===== config.mk =====
export PLATFORM = sky130hd
export DESIGN_NAME = dec2e_sel_arbiter_flat
export DESIGN_NICKNAME = d
export VERILOG_FILES = /design/src/rtl/dec2e_sel_arbiter_if.sv /design/src/rtl/dec2e_sel_arbiter.sv /design/src/flat_wrapper.sv
export SDC_FILE = /design/constraint.sdc
export NUM_CORES = 1
export LEC_CHECK = 0
export CAP_MARGIN = 25
export CORE_AREA = 2 2 39 41
export CTS_CLUSTER_DIAMETER = 30
export DETAILED_ROUTE_END_ITERATION = 6
export DIE_AREA = 0 0 41 43
export PLACE_DENSITY = 0.46
export SLEW_MARGIN = 10
export SYNTH_ARGS = -nofsm -noshare
export SYNTH_HDL_FRONTEND = slang
export SYNTH_SLANG_ARGS = --single-unit

===== constraint.sdc =====
create_clock -name clk -period 2.11 [get_ports clk]
set_input_delay 0.211 -clock clk [delete_from_list [all_inputs] [get_ports clk]]
set_output_delay 0.211 -clock clk [all_outputs]
set_load 0.05 [all_outputs]

===== src/rtl/dec2e_sel_arbiter_if.sv =====
// Request/decoder-drive bundle between requesters and dec2e_sel_arbiter.
// The lock line exists only when ARB_LOCK_EN is defined.
interface dec2e_sel_arbiter_if;
  logic [1:0] req;
`ifdef ARB_LOCK_EN
  logic       lock;
`endif
  logic       E;
  logic       A0;
  logic       busy;

  modport master (
    output req,
`ifdef ARB_LOCK_EN
    output lock,
`endif
    input  E, A0, busy
  );

  modport slave (
    input  req,
`ifdef ARB_LOCK_EN
    input  lock,
`endif
    output E, A0, busy
  );
endinterface


===== src/rtl/dec2e_sel_arbiter.sv =====
// Two-requester round-robin arbiter driving E/A0 of a 1-to-2 decoder, with a
// one-cycle E-low gap between grants. Define ARB_LOCK_EN to add grant extension.
module dec2e_sel_arbiter #(
  parameter int unsigned HOLD_CYCLES = 4
) (
  input logic                clk,
  input logic                rst_n,
  dec2e_sel_arbiter_if.slave bus
);

  localparam int unsigned    CNT_W    = (HOLD_CYCLES > 1) ? $clog2(HOLD_CYCLES) : 1;
  localparam logic [CNT_W-1:0] CNT_LOAD = CNT_W'(HOLD_CYCLES - 1);

  typedef enum logic [1:0] {
    IDLE  = 2'b00,
    GRANT = 2'b01,
    GAP   = 2'b10
  } state_e;

  state_e           state_q, state_d;
  logic [CNT_W-1:0] cnt_q, cnt_d;
  logic             last_q, last_d;
  logic             a0_q, a0_d;
  logic             e_q, e_d;
  logic             busy_q, busy_d;

  logic             win_vld;
  logic             win_idx;
  logic             hold_ext;

`ifdef ARB_LOCK_EN
  assign hold_ext = bus.lock;
`else
  assign hold_ext = 1'b0;
`endif

  // Round-robin pick: a tie goes to the index that did not win last time.
  always_comb begin
    // NOTE: every combinational output gets a default first so no path can infer a latch.
    win_vld = 1'b1;
    win_idx = 1'b0;
    case (bus.req)
      2'b01:   win_idx = 1'b0;
      2'b10:   win_idx = 1'b1;
      2'b11:   win_idx = ~last_q;
      default: win_vld = 1'b0;
    endcase
  end

  // State register; outputs are registered alongside so E/busy track the state.
  always_ff @(posedge clk) begin
    // NOTE: sequential state uses non-blocking assignments only, so every register samples pre-edge values.
    if (!rst_n) begin
      state_q <= IDLE;
      cnt_q   <= '0;
      last_q  <= 1'b1;
      a0_q    <= 1'b0;
      e_q     <= 1'b0;
      busy_q  <= 1'b0;
    end else begin
      state_q <= state_d;
      cnt_q   <= cnt_d;
      last_q  <= last_d;
      a0_q    <= a0_d;
      e_q     <= e_d;
      busy_q  <= busy_d;
    end
  end

  // Next-state logic. A0 only changes when a new grant starts.
  always_comb begin
    state_d = state_q;
    cnt_d   = cnt_q;
    last_d  = last_q;
    a0_d    = a0_q;
    case (state_q)
      IDLE, GAP: begin
        if (win_vld) begin
          state_d = GRANT;
          cnt_d   = CNT_LOAD;
          last_d  = win_idx;
          a0_d    = win_idx;
        end else begin
          state_d = IDLE;
        end
      end
      GRANT: begin
        // Early release beats both the counter and lock.
        if (!bus.req[a0_q]) begin
          state_d = GAP;
        end else if (cnt_q == '0) begin
          if (!hold_ext) state_d = GAP;
        end else begin
          cnt_d = cnt_q - CNT_W'(1);
        end
      end
      default: state_d = IDLE;
    endcase
  end

  // Output logic, computed from the next state so the registered copies line up with it.
  always_comb begin
    e_d    = (state_d == GRANT);
    busy_d = (state_d != IDLE);
  end

  assign bus.E    = e_q;
  assign bus.A0   = a0_q;
  assign bus.busy = busy_q;

endmodule


===== src/flat_wrapper.sv =====
// flat-port wrapper written by rule: the top's interface ports become plain ports
module dec2e_sel_arbiter_flat 
#(
  parameter int unsigned HOLD_CYCLES = 4
)
  (clk, rst_n, bus_req, bus_E, bus_A0, bus_busy);
  dec2e_sel_arbiter_if bus_i ();
  input logic clk;
  input logic rst_n;
  input wire logic [$bits(bus_i.req)-1:0] bus_req;
  output wire logic [$bits(bus_i.E)-1:0] bus_E;
  output wire logic [$bits(bus_i.A0)-1:0] bus_A0;
  output wire logic [$bits(bus_i.busy)-1:0] bus_busy;
  assign bus_i.req = bus_req;
  assign bus_E = bus_i.E;
  assign bus_A0 = bus_i.A0;
  assign bus_busy = bus_i.busy;
  dec2e_sel_arbiter #(.HOLD_CYCLES(HOLD_CYCLES)) u_core (.clk(clk), .rst_n(rst_n), .bus(bus_i));
endmodule

==> qor.csv, run 1 <==
metric;value;unit
fillers;144;
fin_tns_setup;0;ps
rsz0062_at_grt;no;
stdcell_area;437.9;um^2
portBuffers;6;
cp.required;1900;ps
cts.sink_count;8;
cp-start-kind;flip-flop;
drive_above_1_share;19.05;%
holdPathStages;2;
synth_largest_area_cell;dfxtp_1;
final_max_slew_viol_count;0;
ys_async_sr_fraction;0;%
cts_tree;yes;
ant_nets;0;
cp.arrival;1440;ps
path_cells;clkdlybuf4s50_1;
synth_top_area_share;47.76;%
post_dp_cell_area;415.4;um^2
yosysMostFrequentCell;dfxtp_1;
cp_max_fo;3;
syn_inst;33;
fin_nets;49;
io_pins;7;
multiInputGateArea;163.9;um^2
cts_resized;0;
ir_drop;0.4252;mV
hpwl;466.6;um
finalCriticalPeriod;1648;ps
hold_path_end;u_core.last_q$_SDFFE_PN1P_;
core;1384;um^2
antenna_found_initial;0;
worstMarginPinSlew;493.2;ps
clock_path_buffers;2;
synth-seq-cells;8;
cp_num_buf_inv;1;
crit_slowest_cell;clkdlybuf4s50_1;
routed_via_density;4.448;
path_class;reg2out;
max_freq;606.8;MHz
synth_area_leaders;dfxtp_1 48%, o221a_2 6.7%, o32ai_2 4.9%, and2_2 4.5%, ha_1 3.7%;
relSlewSlack;67.02;%
grt_max_degree;9;
ff2ff_path_depth;4;
clkTransAtPathRegs;50;ps
synth_seq_area_share;47.76;%
insertion_delay;250;ps
fin_skew;7.651;ps
cts_hold_buf;0;
regToRegStartpoint;u_core.cnt_q[0]$_SDFFE_PN0P_;
power_density;870.7;nW/um^2
syn-num-nets;38;
rows;14;
die_y;43;um
postRouteWirelength;630;um
setup_violations;0;
syn-cell-area;335.3;um^2
regArea;160.2;um^2
synth_cell_types;19;
hold_path.class;reg2reg;
period_share;78.10;%
cts_htree_levels;1;
utilization;31.65;%
dieWidth;41;um
drt-pass1-iter-count;4;
grt_pass1_wl;1000;um
diodes;0;
cts_buffers;3;
crit_family;buffers and inverters;
fin_ws;462.1;ps
dieArea;1763;um^2
vias;258;
post_cts.repair.setup_buffers;0;
root_buffer;clkbuf_4;
end_kind;output port;
ys.flop_type;dfxtp_1;
r2r_slack;830;ps
finalHoldViolCount;0;
grt_use_total;9.375;%
p_total;0.3813;mW
grt_pass1_vias;224;
drtIter0Drc;6;
syn_avg_cell_area;10.16;um^2
max_stage_delay;820;ps
synthTopCellsByCount;8 x dfxtp_1, 3 x inv_1, 3 x nand2_1;
gp_congestion;0.6617;
pre_cts_slack;569.3;ps
synth_warnings;0;
status;finished clean;
remaining_drc_errors;0;
min-delay-start;u_core.last_q$_SDFFE_PN1P_;
worstSetupPathDepth;1;
cap_violations;0;
area_growth;30.60;%
wl_per_cell;10.86;um
power.leakage;0.1753;nW
synth-edff-count;0;
grt_overflow_total;0;
timing.rr.end;u_core.cnt_q[0]$_SDFFE_PN0P_;
start_util;24.23;%
[how the worst max path moves through the flow]
| stage | endpoint | from | slack (ps) |
|---|---|---|---|
| 4_1_cts | bus_A0 | u_core.bus.A0$_SDFFE_PN0P_ | 450 |
| 3_3_place_gp | u_core.cnt_q[1]$_SDFFE_PN0P_ | bus_req[1] | 610 |
| 2_1_floorplan | u_core.cnt_q[1]$_SDFFE_PN0P_ | u_core.bus.A0$_SDFFE_PN0P_ | 640 |
| 6_report | bus_A0 | u_core.bus.A0$_SDFFE_PN0P_ | 460 |
| 3_5_place_dp | u_core.cnt_q[0]$_SDFFE_PN0P_ | bus_req[0] | 570 |
| 5_1_grt | bus_A0 | u_core.bus.A0$_SDFFE_PN0P_ | 400 |
[flip-flops by register name (all words and copies together), names as in the netlist]
name,cells
u_core.bus.busy,1
u_core.bus.A0,1
u_core.last_q,1
u_core.state_q,2
u_core.cnt_q,2
u_core.bus.E,1
[area by class of cell]
type	count	share of cell area [%]
sequential	8	36.57
clock buffer	3	5.143
multi-input combinational	22	37.43
inverter	3	2.571
tap	16	4.571
timing repair buffer	6	13.71
[cells in the final DEF (no fill, tap or decap), drive strengths merged]
cell / count
nor2: 2
and3: 1
mux2i: 1
nor3b: 1
o221a: 2
ha: 1
nor2b: 1
nand2: 3
inv: 3
clkdlybuf4s50: 6
clkbuf: 3
o32ai: 1
dfxtp: 8
or2: 1
nand3b: 1
and2b: 1
a21oi: 1
o21a: 1
and2: 2
nand2b: 1
a32oi: 1
[metal layers]
| layer | part of all wire [%] | track usage, % | routed length [um] | vias to the layer above |
|---|---|---|---|---|
| li1 | - | - | - | 135 |
| met1 | 44 | 11.40 | 280 | 116 |
| met2 | 48 | 11.56 | 301 | 7 |
| met3 | 7.5 | 9.424 | 47 | 0 |
| met4 | 0 | 2.000 | 0 | 0 |
| met5 | 0 | 0 | 0 | - |
[kinds of logic (layout without fill, tap and decap cells)]
group | after synthesis | in the layout | synth area share (%)
compound gates | 6 | 6 | 17.91
simple gates | 14 | 14 | 24.26
flops | 8 | 8 | 47.76
buf+inv | 3 | 12 | 3.358
mux | 1 | 1 | 2.985
fa+ha+maj | 1 | 1 | 3.731
[stage by stage]
stage               cells  hold WS, ps
finish                 58        496.6
detailed placement     55        483.8
floorplan              33        272.9
global placement       55        474.6
CTS                    58        498.6
global route           58        546.8
[power breakdown]
group	switching [mW]	total, mW	leakage, nW	internal (mW)
Clock	0.0494	0.114	0.0138	0.0649
Sequential	0.0115	0.179	0.0667	0.168
Combinational	0.0472	0.0877	0.0947	0.0405
No activity file was read; power rests on OpenSTA's default activity.
==> run 2, diff against run 1 <==
==> constraint.sdc (replaced) <==
create_clock -name clk -period 1.6 [get_ports clk]
set_input_delay 0.16 -clock clk [delete_from_list [all_inputs] [get_ports clk]]
set_output_delay 0.16 -clock clk [all_outputs]
set_load 0.05 [all_outputs]
==> run 2 against run 1 <==
Total power grew 30%. First-iteration DRC count is the same. Worst hold slack lost 4.9 ps. Setup slack lost 120 ps. Sequential cell count is the same.
==> qor.csv, run 2 (synthesized netlist as in run 1, its figures left out) <==
metric;value;unit
status;finished clean;
fin_skew;9.053;ps
antenna_found_initial;0;
wl_met3;20;um
core;1384;um^2
wl_met2;328;um
clkTransAtPathRegs;60;ps
insertion_delay;250;ps
p_comb_share;22.6;%
grt_pass1_vias;269;
period_share;78.82;%
area_growth;28.36;%
cts.sink_count;8;
die_y;43;um
maxUsedRoutingLayer;met4;
wl_per_cell;10.81;um
diodes;0;
final_max_slew_viol_count;0;
cts_htree_levels;1;
wl_met1;274;um
finalCriticalPeriod;1261;ps
cp.required;1780;ps
ant_nets;0;
routed_via_density;4.586;
dieArea;1763;um^2
power_switching;0.1400;mW
max_freq;792.9;MHz
drive_above_1_share;26.19;%
root_buffer;clkbuf_4;
cp-start-kind;flip-flop;
reg_top3;u_core.cnt_q (2), u_core.state_q (2);
cts_tree;yes;
power_density;1156;nW/um^2
cell_internal_pwr;0.3575;mW
portBuffers;6;
path_cells;inv_1, ha_1, o32ai_2, o221a_2;
clkPwrFrac;29.9;%
finalHoldViolCount;0;
cts_hold_buf;0;
worstMarginPinSlew;291.2;ps
grt_use_total;9.366;%
dieWidth;41;um
layoutNonFillerInstCount;58;
io_pins;7;
relSlewSlack;80.03;%
gp_congestion;0.6552;
crit_slowest_cell;o32ai_2;
remaining_drc_errors;0;
drt-pass1-iter-count;2;
cts_resized;0;
start_util;24.23;%
cp.arrival;1450;ps
fin_tns_setup;0;ps
rows;14;
numPlacedInstances;55;
switching_share;28.14;%
rsz0062_at_grt;no;
fin_nets;49;
fillers;145;
max_stage_delay;350;ps
postRouteWirelength;627;um
path_class;reg2reg;
grt_overflow_total;0;
vias;266;
grt_pass1_wl;1076;um
grt_max_degree;9;
cp_max_fo;4;
clock_path_buffers;2;
drtIter0Drc;6;
post_cts.repair.setup_buffers;0;
hold_path.class;reg2reg;
final_common_cell;dfxtp_1;
power.leakage;0.1796;nW
setup_violations;0;
ir_drop;0.4089;mV
end_kind;flip-flop;
cts_buffers;3;
cap_violations;0;
p_seq_share;47.5;%
[run 2: path summary, 6_finish.rpt]
path / start / to / slack, ps / cells past startpoint
max: u_core.cnt_q[0]$_SDFFE_PN0P_ / u_core.cnt_q[1]$_SDFFE_PN0P_ / 340 / 4
min: u_core.last_q$_SDFFE_PN1P_ / u_core.last_q$_SDFFE_PN1P_ / 490 / 2
max reg2reg: u_core.cnt_q[0]$_SDFFE_PN0P_ / u_core.cnt_q[1]$_SDFFE_PN0P_ / 340 / 4
min reg2reg: u_core.last_q$_SDFFE_PN1P_ / u_core.last_q$_SDFFE_PN1P_ / 490 / 2
[run 2: power by group through the flow]
stage / logic, mW / registers, mW / clock network (mW)
final: 0.112 / 0.236 / 0.149
after global routing: 0.124 / 0.239 / 0.162
after CTS: 0.114 / 0.237 / 0.156
after detailed placement: 0.114 / 0.241 / 0
after global placement: 0.111 / 0.240 / 0
after floorplan: 0.0553 / 0.263 / 0
[run 2: cell type report]
class | count | area [um^2] | area share [%]
Timing Repair Buffer | 6 | 52.55 | 12.21
Tap cell | 16 | 20.02 | 4.651
Multi-Input combinational cell | 22 | 163.9 | 38.08
Inverter | 3 | 11.26 | 2.616
Clock buffer | 3 | 22.52 | 5.233
Sequential cell | 8 | 160.2 | 37.21
[run 2: worst max-delay path: cells and delay by family, from the launching register on]
family	cells	cell delay, ps
AOI/OAI and AO/OA	2	590
DFF	1	340
buffers and inverters	1	50
adders and majority gates	1	220
[run 2: metrics by stage]
step | area [um^2] | worst slack (ps) | power [mW] | hold slack [ps] | utilization (%)
floorplan | 335.3 | 129.5 | 0.3187 | 221.9 | -
global placement | 407.9 | 175.2 | 0.3504 | 471.8 | 29.48
detailed placement | 407.9 | 137.2 | 0.3543 | 480.6 | 29.48
CTS | 430.4 | 315.4 | 0.5063 | 497.3 | 31.10
global route | 430.4 | 242.6 | 0.5258 | 542.3 | 31.10
finish | 430.4 | 338.8 | 0.4974 | 491.6 | 31.10
[run 2: layer usage]
layer / global-route usage, % / vias up
li1: - / 136
met1: 10.39 / 125
met2: 14.37 / 3
met3: 4.712 / 2
met4: 4.000 / 0
met5: 0 / -
==> run 3, diff against run 2 <==
==> constraint.sdc (replaced) <==
create_clock -name clk -period 1.2 [get_ports clk]
set_input_delay 0.12 -clock clk [delete_from_list [all_inputs] [get_ports clk]]
set_output_delay 0.12 -clock clk [all_outputs]
set_load 0.05 [all_outputs]
==> run 3 against run 2 <==
Critical path depth down 1. Utilization up 7.4 points. Non-clock buffer count up 4. Clock skew down 2.0 ps. Global-route usage up 1.5 points. Via count up 9.8%. Combinational power up 88%. First-iteration DRC count down 83%. Routed wire length up 5.9%. Fmax up 7.6%.
==> qor.csv, run 3 (synthesized netlist as in run 1, its figures left out) <==
metric;value;unit
status;finished clean;
power.leakage;0.2145;nW
rsz0062_at_grt;yes;
die_y;43;um
rows;14;
clkPwrFrac;29.1;%
worstMarginPinSlew;269.1;ps
remaining_drc_errors;0;
hold_path.class;in2reg;
end_kind;flip-flop;
final_max_slew_viol_count;0;
antenna_found_initial;0;
cts_htree_levels;1;
setup_violations;0;
p_seq_share;42.9;%
grt_max_degree;9;
cp_num_buf_inv;0;
max_freq;853.1;MHz
cp_max_fo;4;
finalHoldViolCount;0;
crit_family;compound AO/OA/AOI/OAI gates;
layout_common_cells;6 x dfxtp_1, 4 x buf_4;
dieWidth;41;um
cts.sink_count;8;
power_switching;0.2107;mW
clock_path_buffers;2;
cts_hold_buf;0;
relSlewSlack;82.06;%
ant_nets;0;
core;1384;um^2
period_share;97.68;%
ir_drop;0.5256;mV
numPlacedInstances;58;
dieArea;1763;um^2
path_cells;mux2i_4, o32ai_4, o221a_2;
fin_tns_setup;0;ps
gp_congestion;0.7430;
max_stage_delay;360;ps
area_growth;58.95;%
cap_violations;0;
cts_buffers;3;
io_pins;7;
cell_internal_pwr;0.5375;mW
power_density;1404;nW/um^2
cp.arrival;1310;ps
drive_above_1_share;40.43;%
routed_via_density;4.635;
cp-start-kind;flip-flop;
crit_slowest_cell;dfxtp_4;
switching_share;28.16;%
finalCriticalPeriod;1172;ps
postRouteWirelength;664;um
insertion_delay;250;ps
fin_ws;27.83;ps
cp.required;1330;ps
final_common_cell;dfxtp_1;
reg_top3;u_core.cnt_q (2), u_core.state_q (2);
p_comb_share;28.0;%
start_util;24.23;%
portBuffers;6;
wl_per_cell;10.54;um
fin_skew;7.068;ps
root_buffer;clkbuf_4;
path_class;reg2reg;
hpwl;497.7;um
grt_pass1_vias;324;
cts_tree;yes;
fin_nets;53;
layoutNonFillerInstCount;63;
pre_cts_slack;-152.3;ps
clkTransAtPathRegs;60;ps
drtIter0Drc;1;
grt_use_total;10.91;%
diodes;0;
grt_pass1_wl;1297;um
vias;292;
drt-pass1-iter-count;2;
grt_overflow_total;0;
-- run 3: through the flow --
step / power (mW) / hold WS (ps) / instance area [um^2] / utilization, %
after floorplan: 0.4271 / 181.9 / 342.8 / -
after global placement: 0.5114 / 473.7 / 475.5 / 34.36
after detailed placement: 0.5160 / 496.1 / 475.5 / 34.36
after CTS: 0.7573 / 521.3 / 524.3 / 37.88
after global routing: 0.8074 / 563.2 / 533.0 / 38.52
final: 0.7482 / 517.7 / 533.0 / 38.52
-- run 3: routing by layer --
metal	vias to the layer above	part of all wire (%)	global-route usage [%]	wire length [um]
li1	145	-	-	-
met1	144	40	12.13	266
met2	3	57	16.56	377
met3	0	3.2	4.712	21
met4	0	0	6.000	0
met5	-	0	0	0
-- run 3: worst paths after layout --
path                                                  from                      endpoint  slack, ps  cells past startpoint
worst max-delay path            u_core.bus.A0$_SDFFE_PN0P_  u_core.cnt_q[1]$_SDFFE_PN0P_         30                      3
worst min-delay path                                 rst_n    u_core.last_q$_SDFFE_PN1P_        520                      2
worst max register to register  u_core.bus.A0$_SDFFE_PN0P_  u_core.cnt_q[1]$_SDFFE_PN0P_         30                      3
worst min register to register  u_core.last_q$_SDFFE_PN1P_    u_core.last_q$_SDFFE_PN1P_        520                      2
-- run 3: worst register-to-register path, cell delays in order, from the launching register on --
cell and delay (ps):
dfxtp_4 360, mux2i_4 280, o32ai_4 140, o221a_2 280
-- run 3: power groups by stage --
stage	clock (mW)	sequential (mW)	combinational [mW]
global placement	0	0.324	0.187
CTS	0.229	0.323	0.206
detailed placement	0	0.326	0.190
finish	0.217	0.321	0.210
floorplan	0	0.352	0.0754
global route	0.251	0.325	0.231
-- run 3: cell type report --
cell class	instances	area, um^2
timing repair buffer	10	120.1
sequential	8	165.2
clock buffer	4	26.28
tap	16	20.02
fill	135	850.8
multi-input combinational	22	190.2
inverter	3	11.26
-- run 3: timing repair --
| action | in CTS | in global routing |
|---|---|---|
| resized for setup | 3 | 1 |
| setup endpoints to repair | 2 | 3 |
| buffers inserted | 0 | 1 |
| pin swaps | 0 | 1 |
